File: src/rtl/ofw_pkg.sv
// Shared types and constants for the operand fetch / writeback stage.
// Instruction layout is {op, rd, rs, rt}, most significant field first.
package ofw_pkg;
    localparam int DATA_W   = 4;
    localparam int REG_AW   = 2;
    localparam int NUM_REGS = 4;
    localparam int INSTR_W  = 9;

    localparam int OP_LSB = 6;
    localparam int OP_W   = 3;
    localparam int RD_LSB = 4;
    localparam int RS_LSB = 2;
    localparam int RT_LSB = 0;

    localparam logic [OP_W-1:0] OP_SUB = 3'd0;
    localparam logic [OP_W-1:0] OP_ADD = 3'd1;
    localparam logic [OP_W-1:0] OP_OR  = 3'd2;
    localparam logic [OP_W-1:0] OP_AND = 3'd3;
    localparam logic [OP_W-1:0] OP_SRA = 3'd4;
    localparam logic [OP_W-1:0] OP_ROL = 3'd5;
    localparam logic [OP_W-1:0] OP_LT  = 3'd6;
    localparam logic [OP_W-1:0] OP_EQ  = 3'd7;

    typedef enum logic [1:0] {
        IDLE = 2'd0,
        EXEC = 2'd1,
        WB   = 2'd2
    } state_t;

    function automatic logic [OP_W-1:0] instr_op(input logic [INSTR_W-1:0] instr);
        return instr[OP_LSB +: OP_W];
    endfunction

    function automatic logic [REG_AW-1:0] instr_reg(input logic [INSTR_W-1:0] instr,
                                                   input int lsb);
        return instr[lsb +: REG_AW];
    endfunction
endpackage

File: src/rtl/ofw_if.sv
// Bundle of the instruction handshake, register load, ALU and writeback signals.
// The slave modport is the stage itself; master is the surrounding system.
interface ofw_if;
    import ofw_pkg::*;

    logic                in_valid;
    logic                in_ready;
    logic [INSTR_W-1:0]  in_instr;
    logic                ld_en;
    logic [REG_AW-1:0]   ld_addr;
    logic [DATA_W-1:0]   ld_data;
    logic [DATA_W-1:0]   alu_rs;
    logic [DATA_W-1:0]   alu_rt;
    logic [OP_W-1:0]     alu_sel;
    logic [DATA_W-1:0]   alu_rd;
    logic                wb_valid;
    logic [REG_AW-1:0]   wb_addr;
    logic [DATA_W-1:0]   wb_data;
    logic [REG_AW-1:0]   dbg_addr;
    logic [DATA_W-1:0]   dbg_data;

    modport slave (
        input  in_valid, in_instr, ld_en, ld_addr, ld_data, alu_rd, dbg_addr,
        output in_ready, alu_rs, alu_rt, alu_sel, wb_valid, wb_addr, wb_data, dbg_data
    );

    modport master (
        output in_valid, in_instr, ld_en, ld_addr, ld_data, alu_rd, dbg_addr,
        input  in_ready, alu_rs, alu_rt, alu_sel, wb_valid, wb_addr, wb_data, dbg_data
    );
endinterface

File: src/rtl/ofw_regfile.sv
// Small register file: one write port, three combinational read ports.
// Every register clears on the asynchronous reset.
module ofw_regfile #(
    parameter int DATA_W   = 4,
    parameter int NUM_REGS = 4,
    parameter int AW       = $clog2(NUM_REGS)
) (
    input  logic              clk,
    input  logic              rst,
    input  logic              we,
    input  logic [AW-1:0]     waddr,
    input  logic [DATA_W-1:0] wdata,
    input  logic [AW-1:0]     rs_addr,
    output logic [DATA_W-1:0] rs_data,
    input  logic [AW-1:0]     rt_addr,
    output logic [DATA_W-1:0] rt_data,
    input  logic [AW-1:0]     dbg_addr,
    output logic [DATA_W-1:0] dbg_data
);
    logic [DATA_W-1:0] regs [NUM_REGS];

    generate
        for (genvar gi = 0; gi < NUM_REGS; gi++) begin : g_reg
            logic [DATA_W-1:0] q_reg;

            always_ff @(posedge clk or posedge rst) begin
                if (rst) begin
                    q_reg <= '0;
                end else if (we && (waddr == AW'(gi))) begin
                    q_reg <= wdata;
                end
            end

            assign regs[gi] = q_reg;
        end
    endgenerate

    assign rs_data  = regs[rs_addr];
    assign rt_data  = regs[rt_addr];
    assign dbg_data = regs[dbg_addr];
endmodule

File: src/rtl/operand_fetch_writeback.sv
// Issue/writeback stage around an external combinational ALU: fetch operands,
// present them to the ALU, capture the result and write it back, one instruction at a time.
module operand_fetch_writeback #(
    parameter int DATA_W   = 4,
    parameter int NUM_REGS = 4
) (
    input  logic  clk,
    input  logic  rst,
    ofw_if.slave  bus
);
    import ofw_pkg::*;

    localparam int AW = $clog2(NUM_REGS);

    state_t            state_reg;
    logic [DATA_W-1:0] alu_rs_reg;
    logic [DATA_W-1:0] alu_rt_reg;
    logic [OP_W-1:0]   alu_sel_reg;
    logic [AW-1:0]     dest_reg;
    logic              wb_valid_reg;
    logic [AW-1:0]     wb_addr_reg;
    logic [DATA_W-1:0] wb_data_reg;

    logic              rf_we;
    logic [AW-1:0]     rf_waddr;
    logic [DATA_W-1:0] rf_wdata;
    logic [DATA_W-1:0] rs_data;
    logic [DATA_W-1:0] rt_data;
    logic              accept;

    // Loads win over instructions, so in_ready drops whenever ld_en is high.
    assign bus.in_ready = (state_reg == IDLE) && !bus.ld_en;
    assign accept       = bus.in_ready && bus.in_valid;

    // Loads happen only in IDLE and writebacks only in WB, so the port is never contended.
    always_comb begin
        rf_we    = 1'b0;
        rf_waddr = bus.ld_addr;
        rf_wdata = bus.ld_data;
        if (state_reg == WB) begin
            rf_we    = 1'b1;
            rf_waddr = wb_addr_reg;
            rf_wdata = wb_data_reg;
        end else if (state_reg == IDLE && bus.ld_en) begin
            rf_we    = 1'b1;
        end
    end

    ofw_regfile #(
        .DATA_W   (DATA_W),
        .NUM_REGS (NUM_REGS),
        .AW       (AW)
    ) u_regfile (
        .clk      (clk),
        .rst      (rst),
        .we       (rf_we),
        .waddr    (rf_waddr),
        .wdata    (rf_wdata),
        .rs_addr  (instr_reg(bus.in_instr, RS_LSB)),
        .rs_data  (rs_data),
        .rt_addr  (instr_reg(bus.in_instr, RT_LSB)),
        .rt_data  (rt_data),
        .dbg_addr (bus.dbg_addr),
        .dbg_data (bus.dbg_data)
    );

    always_ff @(posedge clk or posedge rst) begin
        if (rst) begin
            state_reg    <= IDLE;
            alu_rs_reg   <= '0;
            alu_rt_reg   <= '0;
            alu_sel_reg  <= '0;
            dest_reg     <= '0;
            wb_valid_reg <= 1'b0;
            wb_addr_reg  <= '0;
            wb_data_reg  <= '0;
        end else begin
            case (state_reg)
                IDLE: begin
                    wb_valid_reg <= 1'b0;
                    if (accept) begin
                        alu_rs_reg  <= rs_data;
                        alu_rt_reg  <= rt_data;
                        alu_sel_reg <= instr_op(bus.in_instr);
                        dest_reg    <= instr_reg(bus.in_instr, RD_LSB);
                        state_reg   <= EXEC;
                    end
                end
                EXEC: begin
                    wb_valid_reg <= 1'b1;
                    wb_addr_reg  <= dest_reg;
                    wb_data_reg  <= bus.alu_rd;
                    state_reg    <= WB;
                end
                WB: begin
                    wb_valid_reg <= 1'b0;
                    state_reg    <= IDLE;
                end
                default: begin
                    wb_valid_reg <= 1'b0;
                    state_reg    <= IDLE;
                end
            endcase
        end
    end

    assign bus.alu_rs   = alu_rs_reg;
    assign bus.alu_rt   = alu_rt_reg;
    assign bus.alu_sel  = alu_sel_reg;
    assign bus.wb_valid = wb_valid_reg;
    assign bus.wb_addr  = wb_addr_reg;
    assign bus.wb_data  = wb_data_reg;
endmodule
File: src/flat_wrapper.sv
// flat-port wrapper written by rule: the top's interface ports become plain ports
module operand_fetch_writeback_flat import ofw_pkg::*;
#(
    parameter int DATA_W   = 4,
    parameter int NUM_REGS = 4
)
  (clk, rst, bus_in_valid, bus_in_instr, bus_ld_en, bus_ld_addr, bus_ld_data, bus_alu_rd, bus_dbg_addr, bus_in_ready, bus_alu_rs, bus_alu_rt, bus_alu_sel, bus_wb_valid, bus_wb_addr, bus_wb_data, bus_dbg_data);
  ofw_if bus_i ();
  input  logic clk;
  input  logic rst;
  input wire logic [$bits(bus_i.in_valid)-1:0] bus_in_valid;
  input wire logic [$bits(bus_i.in_instr)-1:0] bus_in_instr;
  input wire logic [$bits(bus_i.ld_en)-1:0] bus_ld_en;
  input wire logic [$bits(bus_i.ld_addr)-1:0] bus_ld_addr;
  input wire logic [$bits(bus_i.ld_data)-1:0] bus_ld_data;
  input wire logic [$bits(bus_i.alu_rd)-1:0] bus_alu_rd;
  input wire logic [$bits(bus_i.dbg_addr)-1:0] bus_dbg_addr;
  output wire logic [$bits(bus_i.in_ready)-1:0] bus_in_ready;
  output wire logic [$bits(bus_i.alu_rs)-1:0] bus_alu_rs;
  output wire logic [$bits(bus_i.alu_rt)-1:0] bus_alu_rt;
  output wire logic [$bits(bus_i.alu_sel)-1:0] bus_alu_sel;
  output wire logic [$bits(bus_i.wb_valid)-1:0] bus_wb_valid;
  output wire logic [$bits(bus_i.wb_addr)-1:0] bus_wb_addr;
  output wire logic [$bits(bus_i.wb_data)-1:0] bus_wb_data;
  output wire logic [$bits(bus_i.dbg_data)-1:0] bus_dbg_data;
  assign bus_i.in_valid = bus_in_valid;
  assign bus_i.in_instr = bus_in_instr;
  assign bus_i.ld_en = bus_ld_en;
  assign bus_i.ld_addr = bus_ld_addr;
  assign bus_i.ld_data = bus_ld_data;
  assign bus_i.alu_rd = bus_alu_rd;
  assign bus_i.dbg_addr = bus_dbg_addr;
  assign bus_in_ready = bus_i.in_ready;
  assign bus_alu_rs = bus_i.alu_rs;
  assign bus_alu_rt = bus_i.alu_rt;
  assign bus_alu_sel = bus_i.alu_sel;
  assign bus_wb_valid = bus_i.wb_valid;
  assign bus_wb_addr = bus_i.wb_addr;
  assign bus_wb_data = bus_i.wb_data;
  assign bus_dbg_data = bus_i.dbg_data;
  operand_fetch_writeback #(.DATA_W(DATA_W), .NUM_REGS(NUM_REGS)) u_core (.clk(clk), .rst(rst), .bus(bus_i));
endmodule
File: config.mk
export PLATFORM = sky130hd
export DESIGN_NAME = operand_fetch_writeback_flat
export DESIGN_NICKNAME = d
export VERILOG_FILES = /design/src/rtl/ofw_pkg.sv /design/src/rtl/ofw_if.sv /design/src/rtl/ofw_regfile.sv /design/src/rtl/operand_fetch_writeback.sv /design/src/flat_wrapper.sv
export SDC_FILE = /design/constraint.sdc
export NUM_CORES = 1
export LEC_CHECK = 0
export BUFFER_PORTS_ARGS = -buffer_cell sky130_fd_sc_hd__buf_2
export CAP_MARGIN = 20
export CORE_UTILIZATION = 56
export DETAILED_ROUTE_END_ITERATION = 16
export GPL_ROUTABILITY_DRIVEN = 0
export GPL_TIMING_DRIVEN = 0
export PLACE_DENSITY = 0.84
export SETUP_SLACK_MARGIN = 0.2
export SYNTH_ARGS = -nofsm -noshare
export SYNTH_HDL_FRONTEND = slang
export SYNTH_SLANG_ARGS = --single-unit
File: constraint.sdc
create_clock -name clk -period 5.35 [get_ports clk]
set_input_delay 0.2675 -clock clk [delete_from_list [all_inputs] [get_ports clk]]
set_output_delay 0.2675 -clock clk [all_outputs]
set_load 0.02 [all_outputs]
==> results of run 1 <==
[cells by family (layout without fill, tap and decap cells)]
| group | Yosys count | in the layout | share of synthesized area, % |
|---|---|---|---|
| muxes | 53 | 53 | 40.7 |
| DFF | 38 | 38 | 50.6 |
| and+or+nand+nor | 9 | 9 | 3.39 |
| buffers and inverters | 5 | 62 | 1.93 |
| AOI/OAI and AO/OA | 4 | 4 | 3.46 |
[synthesized netlist by cell type, types with 2 or more instances]
cell type | instances | area (um2)
mux4_2 | 12 | 270
mux2_2 | 31 | 349
a211oi_4 | 2 | 40.0
nor2b_1 | 3 | 18.8
buf_2 | 2 | 10.0
a211oi_2 | 2 | 25.0
buf_6 | 2 | 22.5
mux2_4 | 9 | 135
dfrtp_1 | 38 | 951
[layout make-up]
| class | instances | area (um2) |
|---|---|---|
| plain buffers | 4 | 32.5 |
| clock buffers | 7 | 55.1 |
| clock inverters | 1 | 5.00 |
| fillers | 206 | 860 |
| inverters | 1 | 3.75 |
| multi-input cells | 66 | 893 |
| flip-flops and latches | 38 | 951 |
| well taps | 44 | 55.1 |
| repair buffers | 49 | 273 |
[final timing paths]
kind                                                   start                                              to  slack (ps)
min reg2reg                u_core.bus.alu_sel[2]$_DFFE_PP0P_               u_core.bus.alu_sel[2]$_DFFE_PP0P_         510
max                          u_core.state_reg[1]$_DFFE_PP0P_  u_core.u_regfile.g_reg[1].q_reg[3]$_DFFE_PP0P_        3520
min                                            bus_alu_rd[3]               u_core.bus.wb_data[3]$_DFFE_PP0P_         140
max in group asynchronous                                rst  u_core.u_regfile.g_reg[2].q_reg[1]$_DFFE_PP0P_        4320
max reg2reg                  u_core.state_reg[1]$_DFFE_PP0P_  u_core.u_regfile.g_reg[1].q_reg[3]$_DFFE_PP0P_        3520
min in group asynchronous                                rst               u_core.bus.alu_sel[0]$_DFFE_PP0P_         520
[report_power, final]
part | switching [mW] | internal, mW
clock | 0.0885 | 0.0636
sequential | 0.0904 | 0.395
combinational | 0.179 | 0.230
[what timing repair did]
item	4_1_cts	5_1_grt
buffers inserted	0	0
hold buffers	1	0
hold endpoints to repair	12	0
endpoints found under the setup margin	0	0
[critical path: cells and delay by family, from the launching register on]
family / cells / cell delay (ps)
multiplexers: 1 / 380
buffers and inverters: 1 / 140
AO/OA/AOI/OAI: 1 / 370
AND/OR/NAND/NOR: 1 / 430
flip-flops: 1 / 400
[per-layer routing]
| metal | wire (um) | track usage [%] |
|---|---|---|
| met1 | 1370 | 25.2 |
| met2 | 1830 | 41.4 |
| met3 | 182 | 6.93 |
| met4 | 53 | 9.97 |
| met5 | 0 | 0 |
==> impl_results.md, run 1 <==
- Status: completed
- Clock latency on the worst-skew pair: 350 ps
- Period utilisation layout: 34.1%
- Non-filler cells, final: 210
- Critical Path AT: between 2000 and 2500 ps
- Initial core utilization: between 60% and 70%
- Most common cell after layout, fill and taps aside: buf_2
- Power Dens Cells: 461 nW/um2
- Worst Reg2Reg Path Length in Cells: 4
- Leakage: slightly above 1 nW
- Max-cap check violation count: 0
- Layout cells sized above 1: 70.5%
- Setup crit end kind: flop
- Place WS: 3540 ps
- Drt total wl: 3.44 mm
- Via count: roughly 1.2k
- Seq/Total Area, Yosys: 50.6%
- Core Region: 3130 um2
- Crit path max fanout: 10
- Drc violations: 0
- RSZ-0062 raised after global routing: no
- Row Count: 20
- Hold Fails Final Rpt: 0
- Critical path's slowest cell: or3b_4
- Synth Warn #: 0
- Distinct cells, synth: 17
- Crit path time final: between 1500 and 2000 ps
- Worst vdd ir: 0.193 mV
- Clk slew on worst S/H paths: 110 ps
- Total CTS buffers: 5
- Worst slew pin tran: 564 ps
- Core Util, Final: 72.5%
- Maximum buffer depth of the clock tree: 2
- Clock Tree Root: clkbuf_4
- Netlist Area Pre-Place: 1880 um2
- Critical Path Start Type: flop
- GRT Util Overall: 23.1%
- Max reg flops: 16
- Largest net degree at the start of global routing: 27
- # diodes: 0
- Yosys reg bits: 38
- GRT Residual Overflow: 0
- Cells after synthesis: between 100 and 150
- Post-synth EDFFs: 0
- Post-Place Cell Area: 2200 um2
- Die X-Extent: 60.0 um
- Critical Path RT: 5590 ps
- Setup Skew: between 6 and 7 ps
- Worst hold path type: in2reg
- Final Power: roughly 1.0 mW
- Die Span Y: 60.0 um
- Buffers on Ports: 47
- DR WL/cell: 16.4 um
- Syn avg cell area: 17.3 um2
- Cts repair resizes: 0
- DP HPWL: 2.74 mm
- Die footprint: 3590 um2
- DR pass1 iterations: 4
- Top FF cell, synth: dfrtp_1
- Slowest stage delay, CP: 430 ps
- Max-slew violations: 0
- Post-detailed-route count of antenna-violating nets: 0
- Worst-path cell chain: buf_6 -> or3b_4 -> a211oi_4 -> mux2_2
- Initial antenna violation count: 0
- TNS Setup: 0 ps
- Clock Sink Count: 38
- F_max: 0.548 GHz
- Number of global-route vias before repair: 1,258
- H-tree Lvls: 2
- I/O pin total: 48
- Most frequent cells in the layout: buf_2, dfrtp_1, mux2_2
- TritonCTS clock tree: built
- CP Class: reg2reg
- Via/cell ratio: about 5.5
- DRT iter0 DRCs: 36
- Ys async rst share: between 90% and 100%
- Global-route wire length before repair: 5.82 mm
- Synthesis-to-finish area growth: 20.6%
- Final Instance Area: 2270 um2
- Placed cells: 201
- Worst hold path depth: 2
- Slack of the critical path: 3520 ps
- Hold Slack: 144 ps
- Post-synthesis net count: 134
- Fin nets: between 150 and 200
- Slew margin rel.: 62.4%
- Final setup fails: 0
(Power assumes the default switching activity.)
==> inputs of run 2 (changes only) <==
CORE_UTILIZATION = 52   (was 56)
PLACE_DENSITY = 0.79   (was 0.84)
clock period = 1.88 ns   (was 5.35 ns; I/O delays follow)
==> run 2 against run 1 <==
- core utilization rose by 2.5 points
- non-clock buffer count rose by 16
- fmax rose by 5.3%
- highest routed layer unchanged
==> impl_results.md, run 2 (same netlist as run 1, synthesis figures left out) <==
- Status: completed
- Met1 Track Usage GR: 26.0% (+0.79 points)
- CP top delay family: simple AND/OR/NAND/NOR gates
- Worst vdd ir: 0.728 mV (+280%)
- Post-detailed-route count of antenna-violating nets: 0 (unchanged)
- Leakage: 1.14 nW (+13%)
- Critical Path RT: 2130 ps (-3460 ps)
- Slowest stage delay, CP: 400 ps (-30 ps)
- Largest net degree at the start of global routing: 23 (-15%)
- I/O pin total: 48 (unchanged)
- DR WL/cell: 17.6 um (+7.2%)
- GRT Residual Overflow: 0 (unchanged)
- Row Count: 21 (+5.0%)
- Layout cells sized above 1: 70.3% (-0.15 points)
- Critical Path AT: 1980 ps (-90 ps)
- Most frequent cells in the layout: buf_2, dfrtp_1, mux2_2
- Crit path max fanout: 6 (-4)
- Hold Fails Final Rpt: 0 (unchanged)
- Hold Slack: 159 ps (+15.0 ps)
- Met2 GRT Util: 34.6% (-6.8 points)
- Max-slew violations: 0 (unchanged)
- Core Util, Final: 75.0% (+2.5 points)
- Via count: 1,236 (+6.6%)
- Crit path time final: 1730 ps (-91.5 ps)
- Placed cells: 203 (+1.0%)
- Slew margin rel.: 38.7% (-24 points)
- Via/cell ratio: 5.42 (-1.8%)
- Fin nets: 206 (+8.4%)
- Max-cap check violation count: 0 (unchanged)
- Most numerous cell on the critical path: buf_6
- Global-route wire length before repair: 6.02 mm (+3.6%)
- DRT iter0 DRCs: 49 (+36%)
- Clock latency on the worst-skew pair: 350 ps (about the same)
- Period utilisation layout: 92.3% (+58 points)
- Worst-path cell chain: buf_6 -> or3b_4 -> a211oi_4 -> buf_6 -> mux2_4
- Power Dens Cells: 1320 nW/um2 (+190%)
- TritonCTS clock tree: built
- Maximum buffer depth of the clock tree: 2 (unchanged)
- Most used routing layer: met2
- Synthesis-to-finish area growth: 35.3%
- RSZ-0062 raised after global routing: yes
- CP Class: reg2reg
- Met3 Use GR: 4.41% (-2.5 points)
- Critical Path Start Type: flop
- Worst slew pin tran: 918 ps (+354 ps)
- Storage element area: 952 um2 (+0.13%)
- Critical path's slowest cell: or3b_4
- Clock Tree Root: clkbuf_4
- Max reg flops: 16 (unchanged)
- Most common cell after layout, fill and taps aside: buf_2
- Buffers on Ports: 47 (unchanged)
- F_max: 0.576 GHz (+5.3%)
- Core Region: 3390 um2 (+8.4%)
- Die X-Extent: 62.1 um (+3.6%)
- DP HPWL: 2.60 mm (-5.0%)
- Non-filler cells, final: 228 (+8.6%)
- Setup crit end kind: flop
- Drc violations: 0 (unchanged)
- Fill cells: 199 (-3.4%)
- # diodes: 0 (unchanged)
- Number of global-route vias before repair: 1,271 (+1.0%)
- Clock Sink Count: 38 (unchanged)
- Setup Skew: 10.3 ps (+3.66 ps)
- GRT Util Overall: 20.4% (-2.7 points)
- Worst hold path type: in2reg
- Clk slew on worst S/H paths: 120 ps (about the same)
- Initial core utilization: 55.5% (-4.6 points)
- Critical path buffer and inverter count: 2 (+1)
- Die Span Y: 62.1 um (+3.6%)
- Drt total wl: 4.01 mm (+16%)
- Die footprint: 3860 um2 (+7.4%)
- TNS Setup: 0 ps (unchanged)
- Initial antenna violation count: 0 (unchanged)
- H-tree Lvls: 2 (unchanged)
- Total CTS buffers: 5 (unchanged)
- DR pass1 iterations: 4 (unchanged)
- Area of the multi-input gates: 940 um2 (+5.2%)
- Final setup fails: 0 (unchanged)
[run 2: cell count changes in the layout (fill, tap and decap cells not counted), sizes merged]
cell         change
dlygate4sd3      +9
buf              +6
bufinv           +2
clkbuf           -1
[run 2: repair_timing]
| action | CTS | global route |
|---|---|---|
| endpoints found under the setup margin | 16 | 24 |
| pin swaps | 1 | 3 |
| gates resized for setup | 3 | 14 |
| buffers inserted | 4 | 2 |
| hold endpoints to repair | 30 | 0 |
| cloned | 0 | 1 |
| hold buffers | 10 | 0 |
[run 2: per-stage QoR]
stage	power [mW]	instance area (um2)	setup WS, ps
after detailed placement	2.55	2210	131
after floorplan	2.19	1890	219
after global routing	3.54	2540	107
final	3.35	2540	145
after global placement	2.49	2180	126
after CTS	3.28	2460	134
[run 2: cell type report]
| cell class | instances | share of cell area (%) |
|---|---|---|
| clock buffer | 5 | 1.48 |
| clock inverter | 3 | 2.71 |
| timing repair buffer | 65 | 17.2 |
| inverter | 1 | 0.148 |
| buffer | 4 | 1.87 |
| tap | 46 | 2.26 |
| sequential | 38 | 37.4 |
| multi-input combinational | 66 | 36.9 |
[run 2: per-layer routing]
metal | wire, um | up-vias
met5 | 0 | -
met4 | 81 | 0
met3 | 178 | 7
met2 | 1970 | 42
met1 | 1780 | 622
li1 | - | 565
[run 2: path summary, 6_finish.rpt]
kind	to	cells past startpoint	slack, ps	startpoint
max in group asynchronous	u_core.state_reg[0]$_DFFE_PP0P_	4	810	rst
setup reg to reg	u_core.u_regfile.g_reg[0].q_reg[3]$_DFFE_PP0P_	5	150	u_core.state_reg[1]$_DFFE_PP0P_
hold reg to reg	u_core.bus.alu_sel[2]$_DFFE_PP0P_	1	520	u_core.bus.alu_sel[2]$_DFFE_PP0P_
min in group asynchronous	u_core.bus.alu_rt[1]$_DFFE_PP0P_	3	470	rst
setup / recovery	u_core.u_regfile.g_reg[0].q_reg[3]$_DFFE_PP0P_	5	150	u_core.state_reg[1]$_DFFE_PP0P_
hold / removal	u_core.u_regfile.g_reg[0].q_reg[0]$_DFFE_PP0P_	3	160	bus_ld_data[0]
[run 2: worst min-delay path: stages]
cell	delay, ps
buf_2	80
mux2_2	180
mux2_4	140
[run 2: power breakdown]
group	internal (mW)	total, mW	switching, mW
clock	0.416	0.697	0.281
sequential	1.12	1.40	0.272
combinational	0.730	1.26	0.528
total	2.27	3.35	1.08
